## src/rtl/qs_srt_fetch.sv

```systemverilog
// qs_srt_fetch
//   Instruction fetch stage for the quicksort microsequencer. Owns the
//   program counter, addresses a zero-latency microcode ROM, and captures the
//   returned instruction (with its PC) into a single-entry output register
//   that decode/execute drains through a valid/ready handshake. Execute can
//   redirect the PC at any time after the first fetch; a redirect squashes any
//   held instruction and inserts one bubble cycle before the target loads.
//
// Ports
//   clk, rst          clock, synchronous active-high reset
//   fetch_en          permit new fetches (0 freezes PC; register still drains)
//   rom_ra/rom_rout   ROM address (= PC) and combinational instruction return
//   dec_vld/dec_inst/dec_pc/dec_rdy   output register and handshake
//   redirect_vld/redirect_pc          control-flow change from execute
//   stat_redirect     saturating count of redirects taken
module qs_srt_fetch #(
  parameter int unsigned     PC_W     = 8,
  parameter int unsigned     INST_W   = 16,
  parameter logic [PC_W-1:0] RESET_PC = '0
) (
  input  logic              clk,
  input  logic              rst,
  input  logic              fetch_en,
  output logic [PC_W-1:0]   rom_ra,
  input  logic [INST_W-1:0] rom_rout,
  output logic              dec_vld,
  output logic [INST_W-1:0] dec_inst,
  output logic [PC_W-1:0]   dec_pc,
  input  logic              dec_rdy,
  input  logic              redirect_vld,
  input  logic [PC_W-1:0]   redirect_pc,
  output logic [15:0]       stat_redirect
);

  typedef enum logic [1:0] {
    IDLE  = 2'd0,
    RUN   = 2'd1,
    REDIR = 2'd2
  } state_t;

  state_t            state_reg, state_next;
  logic [PC_W-1:0]   pc_reg, pc_next;
  logic              vld_reg, vld_next;
  logic [INST_W-1:0] inst_reg, inst_next;
  logic [PC_W-1:0]   dpc_reg, dpc_next;
  logic [15:0]       stat_reg, stat_next;

  logic take_redirect;
  logic load;

  // A redirect is meaningless before the first fetch, so IDLE ignores it.
  assign take_redirect = redirect_vld & (state_reg != IDLE);

  // Redirect in the same cycle blocks the load even when it is ignored in
  // IDLE; the REDIR bubble never loads so the target settles on rom_ra.
  assign load = fetch_en & (~vld_reg | dec_rdy) & ~redirect_vld & (state_reg != REDIR);

  always_comb begin
    state_next = state_reg;
    pc_next    = pc_reg;
    vld_next   = vld_reg;
    inst_next  = inst_reg;
    dpc_next   = dpc_reg;
    stat_next  = stat_reg;

    unique case (state_reg)
      IDLE:    if (fetch_en) state_next = RUN;
      RUN:     if (take_redirect) state_next = REDIR;
      REDIR:   state_next = take_redirect ? REDIR : RUN;
      default: state_next = IDLE;
    endcase

    if (take_redirect) begin
      // Squashes any held instruction; an accepted one has already gone.
      pc_next  = redirect_pc;
      vld_next = 1'b0;
      if (stat_reg != 16'hFFFF) stat_next = stat_reg + 16'd1;
    end else if (load) begin
      inst_next = rom_rout;
      dpc_next  = pc_reg;
      vld_next  = 1'b1;
      pc_next   = pc_reg + PC_W'(1);
    end else if (vld_reg & dec_rdy) begin
      vld_next = 1'b0;
    end
  end

  always_ff @(posedge clk) begin
    if (rst) begin
      state_reg <= IDLE;
      pc_reg    <= RESET_PC;
      vld_reg   <= 1'b0;
      inst_reg  <= '0;
      dpc_reg   <= '0;
      stat_reg  <= '0;
    end else begin
      state_reg <= state_next;
      pc_reg    <= pc_next;
      vld_reg   <= vld_next;
      inst_reg  <= inst_next;
      dpc_reg   <= dpc_next;
      stat_reg  <= stat_next;
    end
  end

  assign rom_ra        = pc_reg;
  assign dec_vld       = vld_reg;
  assign dec_inst      = inst_reg;
  assign dec_pc        = dpc_reg;
  assign stat_redirect = stat_reg;

endmodule

```

## config.mk

```make
export PLATFORM = sky130hd
export DESIGN_NAME = qs_srt_fetch
export DESIGN_NICKNAME = d
export VERILOG_FILES = /design/src/rtl/qs_srt_fetch.sv
export SDC_FILE = /design/constraint.sdc
export NUM_CORES = 1
export LEC_CHECK = 0
export ABC_CLOCK_PERIOD_IN_PS = 2800
export CORE_MARGIN = 5
export CORE_UTILIZATION = 48
export DETAILED_ROUTE_END_ITERATION = 6
export PLACE_DENSITY = 0.85
export SLEW_MARGIN = 20
export SYNTH_ARGS = -nofsm -noshare
export SYNTH_HDL_FRONTEND = slang
export SYNTH_SLANG_ARGS = --single-unit
```

## constraint.sdc

```tcl
create_clock -name clk -period 2.8 [get_ports clk]
set_input_delay 0.56 -clock clk [delete_from_list [all_inputs] [get_ports clk]]
set_output_delay 0.56 -clock clk [all_outputs]
set_load 0.05 [all_outputs]
```

==> flow_summary.yaml <==
sta:
  relSlewSlack: 0.409
  worstMarginPinSlew_ns: 0.887
  setup_tns_ns: 0
  finalHoldViolations: 0
  max_freq_ghz: 0.458
  min_period_over_period: 0.779
  period_minus_slack_ns: 2.18
  rsz0062_at_grt: "false"
  setup_viol: 0
  fin_skew_ns: 0.00863
  slew_violations: 0
logic_synthesis:
  ys_seq_elements: 51
  synth_top_cell_area_share: 0.469
  syn_area_um2: 2180
  yosys_warnings: 0
  syn_avg_cell_area_um2: 8.37
  yosys.area.top_type: "dfxtp_1"
  synth.most_common_cell: "nand2_1"
  synth_fp_nets: 291
  synth_area_leaders: "dfxtp_1 47%, nand2_1 9.8%, a21oi_1 6.9%"
  postSynthCellCount: 260
  synthDistinctLibCells: 38
  netlist_top_cells_count: "57 x nand2_1, 51 x dfxtp_1, 30 x a21oi_1"
  synth_edf_count: 0
  seq_area_frac_synth: 0.469
  synth_top_flop_cell: "dfxtp_1"
  synthArstFlopShare: 0
setup_path:
  critPathLaunch: "stat_redirect[9]"
  slowest_delay_ns: 0.86
  required_ns: 2.24
  crit_chain: "clkdlybuf4s50_1"
  worst-path-buf-inv: 1
  end_kind: "output pin"
  cp.arrival_ns: 1.62
  cp_slowest_cell: "clkdlybuf4s50_1"
  critPathMaxFanout: 6
  crit_family: "buffers and inverters"
  reg2reg_setup_slack_ns: 0.87
  rr_worst_depth: 6
  crit_type: "reg -> out"
  setup.worst_path.start_class: "register"
  rr_startpoint: "stat_redirect[0]"
  rr_endpoint: "stat_redirect[13]"
place:
  io_buffers: 77
  place_congestion: 0.848
  hpwl_um: 3920
hold_path:
  hold_start: "dec_pc[1]"
  holdPathEnd: "dec_pc[1]"
  worstHoldPathType: "reg -> reg"
  worstHoldPathCells: 2
cells_and_area:
  drive_gt1_frac: 0.0657
  area_growth_pct: 39.5
  num_antenna_cells: 0
  fill_cells: 373
  nNetsFinal: 365
pwr:
  power_mw: 1.45
  switchingPower_uw: 423
  switching_share: 0.291
  comb_power_share: 0.183
  total_leakage_power_nw: 1.05
  power_frac_seq: 0.531
  p_int_mw: 1.03
  ir_drop_mv: 0.329
  cellPowerDensity_nw_per_um2: 479
  power_frac_clock: 0.286
clocking:
  clockBufferDepth: 2
  cts.hold.buffers_added: 0
  cts_resized: 0
  cts_tree: "done"
  clock_latency_ns: 0.31
  cts-root-buf: "clkbuf_8"
  clk_pin_slew_ns: 0.09
  h-tree-depth: 2
  cts.sinks: 51
  cts_made_buffers: 5
  post_cts_buffers: 0
run:
  cap_violations: 0
drt:
  avgRoutedWirePerCell_um: 13.7
  drc_errors: 0
  ant_nets: 0
  dr.pass1.iters: 4
  routed_wl_um: 5310
  vias: 2059
  via_per_inst: 5.32
  drtIter0Drc: 109
die:
  design.die.area_um2: 5980
  io_pins: 78
  die_h_um: 77.3
  row_count: 24
  chipWidth_um: 77.3
  start_util: 0.497
  coreArea_um2: 4380
grt:
  grt_use_met2: 0.309
  gr-usage-all-layers: 0.176
  grt_overflow: 0
  grt_pass1_wl_um: 8800
  grtUsageMet1: 0.210
  antenna_found_initial: 0
  grt_pass1_vias: 1933
  grt_max_degree: 52
  gr-usage-met3: 0.0509
  grt_busiest_layer: "met2"
status:
  status: "finished clean"
-- per-layer routing --
layer	wire (um)	part of all wire
met5	0	0
met3	340	0.064
met2	2520	0.47
met1	2390	0.45
met4	60	0.011
-- power by group through the flow --
stage	Clock (mW)	Combinational (mW)	Sequential, mW
2_1_floorplan	0	0.0860	0.868
3_3_place_gp	0	0.264	0.789
3_5_place_dp	0	0.266	0.789
4_1_cts	0.429	0.267	0.772
5_1_grt	0.460	0.283	0.776
6_report	0.416	0.265	0.772
-- final cells by class --
class	count	area [um^2]	share of cell area
Clock inverter	3	20.0	0.00659
Multi-Input combinational cell	188	1040	0.341
Tap cell	52	65.1	0.0214
Inverter	6	22.5	0.00742
Timing Repair Buffer	82	803	0.265
Clock buffer	5	68.8	0.0227
Sequential cell	51	1020	0.336
-- per-stage QoR --
stage	instances	setup WS (ns)	hold WS, ns	cell area, um^2	util
floorplan	260	0.674	0.554	2180	-
global placement	379	0.549	0.441	2950	0.672
detailed placement	379	0.462	0.446	2950	0.672
CTS	387	0.614	0.460	3040	0.693
global route	387	0.533	0.486	3040	0.693
finish	387	0.619	0.456	3040	0.693
-- cells in the final DEF (no fill, tap or decap), drive strengths merged, types with 3 or more instances in the layout --
cell           netlist  layout
inv                  6       6
xor2                 8       8
buf                  6       6
dfxtp               51      51
a32oi                3       3
nand4                9       9
nand2               57      57
nand3                6       6
o21ai                6       6
nor3                 6       6
and3                 5       5
mux2i                3       3
xnor2                8       8
a21oi               30      30
a211oi               3       3
clkdlybuf4s50        0      76
nor2                27      27
clkbuf               9       5
-- how the worst max path moves through the flow --
stage                                   to  depth (start not counted)  slack, ns
after global routing      stat_redirect[5]                          1       0.53
after detailed placement         rom_ra[5]                          7       0.46
final                     stat_redirect[9]                          1       0.62
after global placement           rom_ra[5]                          7       0.55
after floorplan           stat_redirect[6]                          7       0.67
after CTS                 stat_redirect[2]                          1       0.61
-- cell families after synthesis --
group | Yosys count | synth area share
simple gates | 118 | 0.248
flops | 51 | 0.469
compound gates | 49 | 0.138
buf+inv | 21 | 0.0552
xor+xnor | 16 | 0.0644
mux | 3 | 0.0138
fa+ha+maj | 2 | 0.0115
(Power assumes the default switching activity.)
==> RTL change 1, RTL diff (config.mk and constraints unchanged) <==
Set the parameter `PC_W` to 9 (it was 8).
--- a/src/rtl/qs_srt_fetch.sv
+++ b/src/rtl/qs_srt_fetch.sv
@@ -15,5 +15,5 @@
 //   stat_redirect     saturating count of redirects taken
 module qs_srt_fetch #(
-  parameter int unsigned     PC_W     = 8,
+  parameter int unsigned     PC_W     = 9,
   parameter int unsigned     INST_W   = 16,
   parameter logic [PC_W-1:0] RESET_PC = '0
Interface: changed (resized dec_pc, redirect_pc and rom_ra); port bits go from 78 to 81. No check against the original RTL was run, so the function may have changed too.
==> RTL change 1 against the unedited design <==
- routed wire length rose by 6.9%
- worst setup slack got worse by 49 ps
- hold slack is essentially flat
- area after synthesis increased by 3.3%
- total power up 3.9%
- maximum frequency down 2.2%
- sequential cell count increased by 2
- critical path depth unchanged
- cell area increased by 4.0%
- sequential power is 4.1% higher
- sequential share of layout area is essentially flat
- critical path type unchanged
- largest cell class unchanged
- largest power group unchanged
- highest routed layer unchanged
==> RTL change 1: results (changes against the unedited design) <==
- Area contributors post-synth: dfxtp_1 (47%), nand2_1 (10%), a21oi_1 (8.7%)
- Crit path to: stat_redirect[2]
- Final hold slack: 457 ps (+0.488 ps)
- Cell total after placement: 398 (+5.0%)
- Routed len/inst: 14.0 µm (+2.2%)
- Sequential share of power: 53.2% (about the same)
- Syn Inst Count: 275 (+5.8%)
- Global-route wire length before repair: 9550 µm (+8.5%)
- Clock Power: 0.000431 W (+4%)
- Share of cells above drive strength 1: 5.13% (-1.4 points)
- Power density cells: 478 mW/mm² (about the same)
- Status: complete, no violations
- Crit Path Max Fanout: 7 (+1)
- Worst vdd ir: 0.000326 V (-0.97%)
- Post-synthesis sequential area ratio: 47.2% (+0.27 points)
- Pre-CTS setup slack: 529 ps (+67.0 ps)
- Placed Area: 0.00307 mm² (+4.1%)
- Number of global-route vias before repair: 1990 (+2.9%)
- Reg2reg setup slack: 580 ps (-290 ps)
- Max clock buf depth: 2 (unchanged)
- Post-synthesis adder-cell area fraction: 1.11% (-0.037 points)
- FF-to-FF End: stat_redirect[15]
- Worst Hold End: dec_pc[8]
- GRT Util Overall: 18.9% (+1.3 points)
- Largest net degree at the start of global routing: 54 (+3.8%)
- Skew final: 11.0 ps (+2.35 ps)
- Port Buffer Count: 80 (+3.9%)
- Switching power: 0.000428 W (+1.1%)
- Post-CTS setup buffer count: 0 (unchanged)
- Hold Crit Start: dec_pc[8]
- Worst-Margin Slew: 925 ps (+38.5 ps)
- Fin cells: 405 (+4.7%)
- Critical path's top delay family: buffers and inverters
- Final #Nets: 383 (+4.9%)
- Post-Synth XOR/XNOR Area: 4.67% (-1.8 points)
- CP arrival: 1670 ps (+50 ps)
- Synth cell types: 37 (-2.6%)
- Post-synthesis compound-gate area fraction: 16.2% (+2.4 points)
- Commonest cells post-synth: nand2_1 (60), dfxtp_1 (53), a21oi_1 (39)
- Syn Nets: 307 (+5.5%)
- Pleak: 1.05 nW (+0.43%)
- Vias: 2169 (+5.3%)
- Worst-skew pair later-pin latency: 300 ps
- Detailed Routing Iterations Pass 1: 5 (+1)
- Worst setup startpoint: stat_redirect[2]
- Starting DRC count in detailed routing: 191 (+75%)
## RTL change 1: changes by cell type after synthesis, moves of 3 or more
cell     before  now
a21oi_1      30   39
nand2_1      57   60
nand4_1       8    5
nor2_1       27   24
nor3_1        4    9
nor4_1        1    4
o21ai_0       5   11
or3_2         0    4
xnor2_1       8   11
xor2_1        8    1
## RTL change 1: metal layers
metal,vias up,share of wire (%),global-route usage (%)
li1,1096,-,-
met1,1003,43,24.4
met2,64,51,32.4
met3,6,5.1,3.21
met4,0,1.2,5.42
met5,-,0,0
## RTL change 1: cell type report
| type | instances | area [µm²] |
|---|---|---|
| Timing Repair Buffer | 83 | 818 |
| Inverter | 4 | 15.0 |
| Multi-Input combinational cell | 204 | 1110 |
| Clock inverter | 1 | 7.51 |
| Sequential cell | 53 | 1060 |
| Fill cell | 400 | 1470 |
| Tap cell | 54 | 67.6 |
| Clock buffer | 6 | 82.6 |
==> RTL change 2, RTL diff (same settings) <==
Made on the original files. Encoding of `state_t`: now one-hot (3 bits for 3 states).
--- a/src/rtl/qs_srt_fetch.sv
+++ b/src/rtl/qs_srt_fetch.sv
@@ -33,8 +33,8 @@
 );
 
-  typedef enum logic [1:0] {
-    IDLE  = 2'd0,
-    RUN   = 2'd1,
-    REDIR = 2'd2
+  typedef enum logic [2:0] {
+    IDLE  = 3'b001,
+    RUN   = 3'b010,
+    REDIR = 3'b100
   } state_t;
 
Formal check against the unedited RTL: same outputs for any inputs over 10 cycles, from zero or initial values and one cycle with rst high; not proved beyond that.
==> RTL change 2 against the unedited design <==
- clock power up 20%
- final cell count up 1.6%
- worst setup slack worse by 2.7 ps
- clock skew up 2.8 ps
- area after synthesis up 1.4%
- sequential cell count up 1
- utilization up 0.80 points
- cell area up 1.9%
- routed wire length up 6.6%
- non-clock buffer count down 3
- sequential share of layout area about the same
- global-route usage up 1.4 points
- total power up 6.6%
- largest cell class unchanged
- largest power group unchanged
- highest routed layer unchanged
==> RTL change 2: results (changes against the unedited design) <==
- Number of fillers in the final layout: 364 (-2.4%)
- Share of cells above drive strength 1: 4.11% (-2.5 points)
- Post-Synth XOR/XNOR Area: 6.75% (+0.31 points)
- GRT Util Overall: 19.0% (+1.4 points)
- Yosys warnings: 0 (unchanged)
- Global-route wire length before repair: 9610 µm (+9.3%)
- Commonest cells post-synth: nand2_1 (59), dfxtp_1 (52), a21oi_1 (32)
- Worst vdd ir: 0.000316 V (-4.0%)
- Vias per std cell: 5.33 (about the same)
- Status: complete, no violations
- Pleak: 1.01 nW (-3.3%)
- Worst path max stage delay: 860 ps (about the same)
- Synth top area share: 47.2% (+0.27 points)
- Placed Area: 0.00299 mm² (+1.3%)
- Largest net degree at the start of global routing: 53 (+1.9%)
- Mux share of post-synthesis cell area: 0% (-1.4 points)
- CTS clk-pin slew, worst paths: 90 ps (about the same)
- Crit Path Max Fanout: 7 (+1)
- Final #Nets: 371 (+1.6%)
- Startpoint Class: register
- Syn Nets: 300 (+3.1%)
- Number of cells on the worst reg-to-reg path: 6 (unchanged)
- FF-to-FF End: stat_redirect[10]
- Post-synthesis compound-gate area fraction: 12.9% (-0.92 points)
- Number of global-route vias before repair: 1999 (+3.4%)
- Final Wtd Congestion: 0.879 (+3.6%)
- Synth cell types: 38 (unchanged)
- Drt total wl: 5650 µm (+6.6%)
- Skew final: 11.5 ps (+2.85 ps)
- Worst Hold End: dec_inst[15]
- Worst-Margin Slew: 921 ps (+34.0 ps)
- Area contributors post-synth: dfxtp_1 (47%), nand2_1 (10%), a21oi_1 (7.3%)
- Hold Crit Start: dec_inst[15]
- Pre-CTS setup slack: 471 ps (+9.34 ps)
- Starting DRC count in detailed routing: 141 (+29%)
- CP arrival: 1620 ps (about the same)
- Post-synthesis sequential area ratio: 47.2% (+0.27 points)
- Post-synthesis adder-cell area fraction: 1.13% (-0.016 points)
- DP Wirelength: 3990 µm (+2.0%)
## RTL change 2: cell types whose count changed in the layout (fill, tap and decap cells not counted), sizes merged, moves of 4 or more
cell   before  now
inv         6    1
xor2        8    0
nand4       9    5
xnor2       8   17
nor4        1   10
## RTL change 2: worst max path at each step
stage / from / end / slack (ps) / cells after the start
floorplan: stat_redirect[0] / stat_redirect[13] / 800 / 7
global placement: redirect_vld / stat_redirect[14] / 540 / 5
detailed placement: redirect_vld / stat_redirect[13] / 470 / 5
CTS: rom_ra[2] / rom_ra[2] / 600 / 1
global route: rom_ra[2] / rom_ra[2] / 550 / 1
finish: rom_ra[2] / rom_ra[2] / 620 / 1
## RTL change 2: area by class of cell
type	count	share of cell area, %
Timing Repair Buffer	79	25.2
Sequential cell	52	33.7
Tap cell	52	2.10
Multi-Input combinational cell	201	35.4
Clock inverter	2	1.13
Inverter	1	0.121
Clock buffer	6	2.35
## RTL change 2: where the power goes
part | total [W] | switching (W) | internal (W)
combinational | 0.000263 | 0.000159 | 0.000103
clock | 0.000499 | 0.000233 | 0.000265
sequential | 0.000789 | 0.0000246 | 0.000765
## RTL change 2: routing by layer
| layer | vias up | GRT usage (%) | wire length, µm |
|---|---|---|---|
| li1 | 1065 | - | - |
| met1 | 978 | 25.8 | 2570 |
| met2 | 40 | 30.4 | 2810 |
| met3 | 10 | 3.01 | 195 |
| met4 | 0 | 6.87 | 80 |
| met5 | - | 0 | 0 |
## RTL change 2: logic make-up (layout without fill, tap and decap cells)
kind of cell	count (synthesis)	count (layout)
AND/OR/NAND/NOR	132	132
adder cells (fa/ha/maj)	2	2
flip-flops	52	52
XOR/XNOR	17	17
buffers and inverters	16	88
AO/OA/AOI/OAI	50	50
## RTL change 2: through the flow
step | hold WS [ps] | util [%] | std cells
6_report | 458 | 70.1 | 393
3_5_place_dp | 446 | 67.6 | 385
5_1_grt | 476 | 70.1 | 393
2_1_floorplan | 439 | - | 269
3_3_place_gp | 441 | 67.6 | 385
4_1_cts | 459 | 70.1 | 393
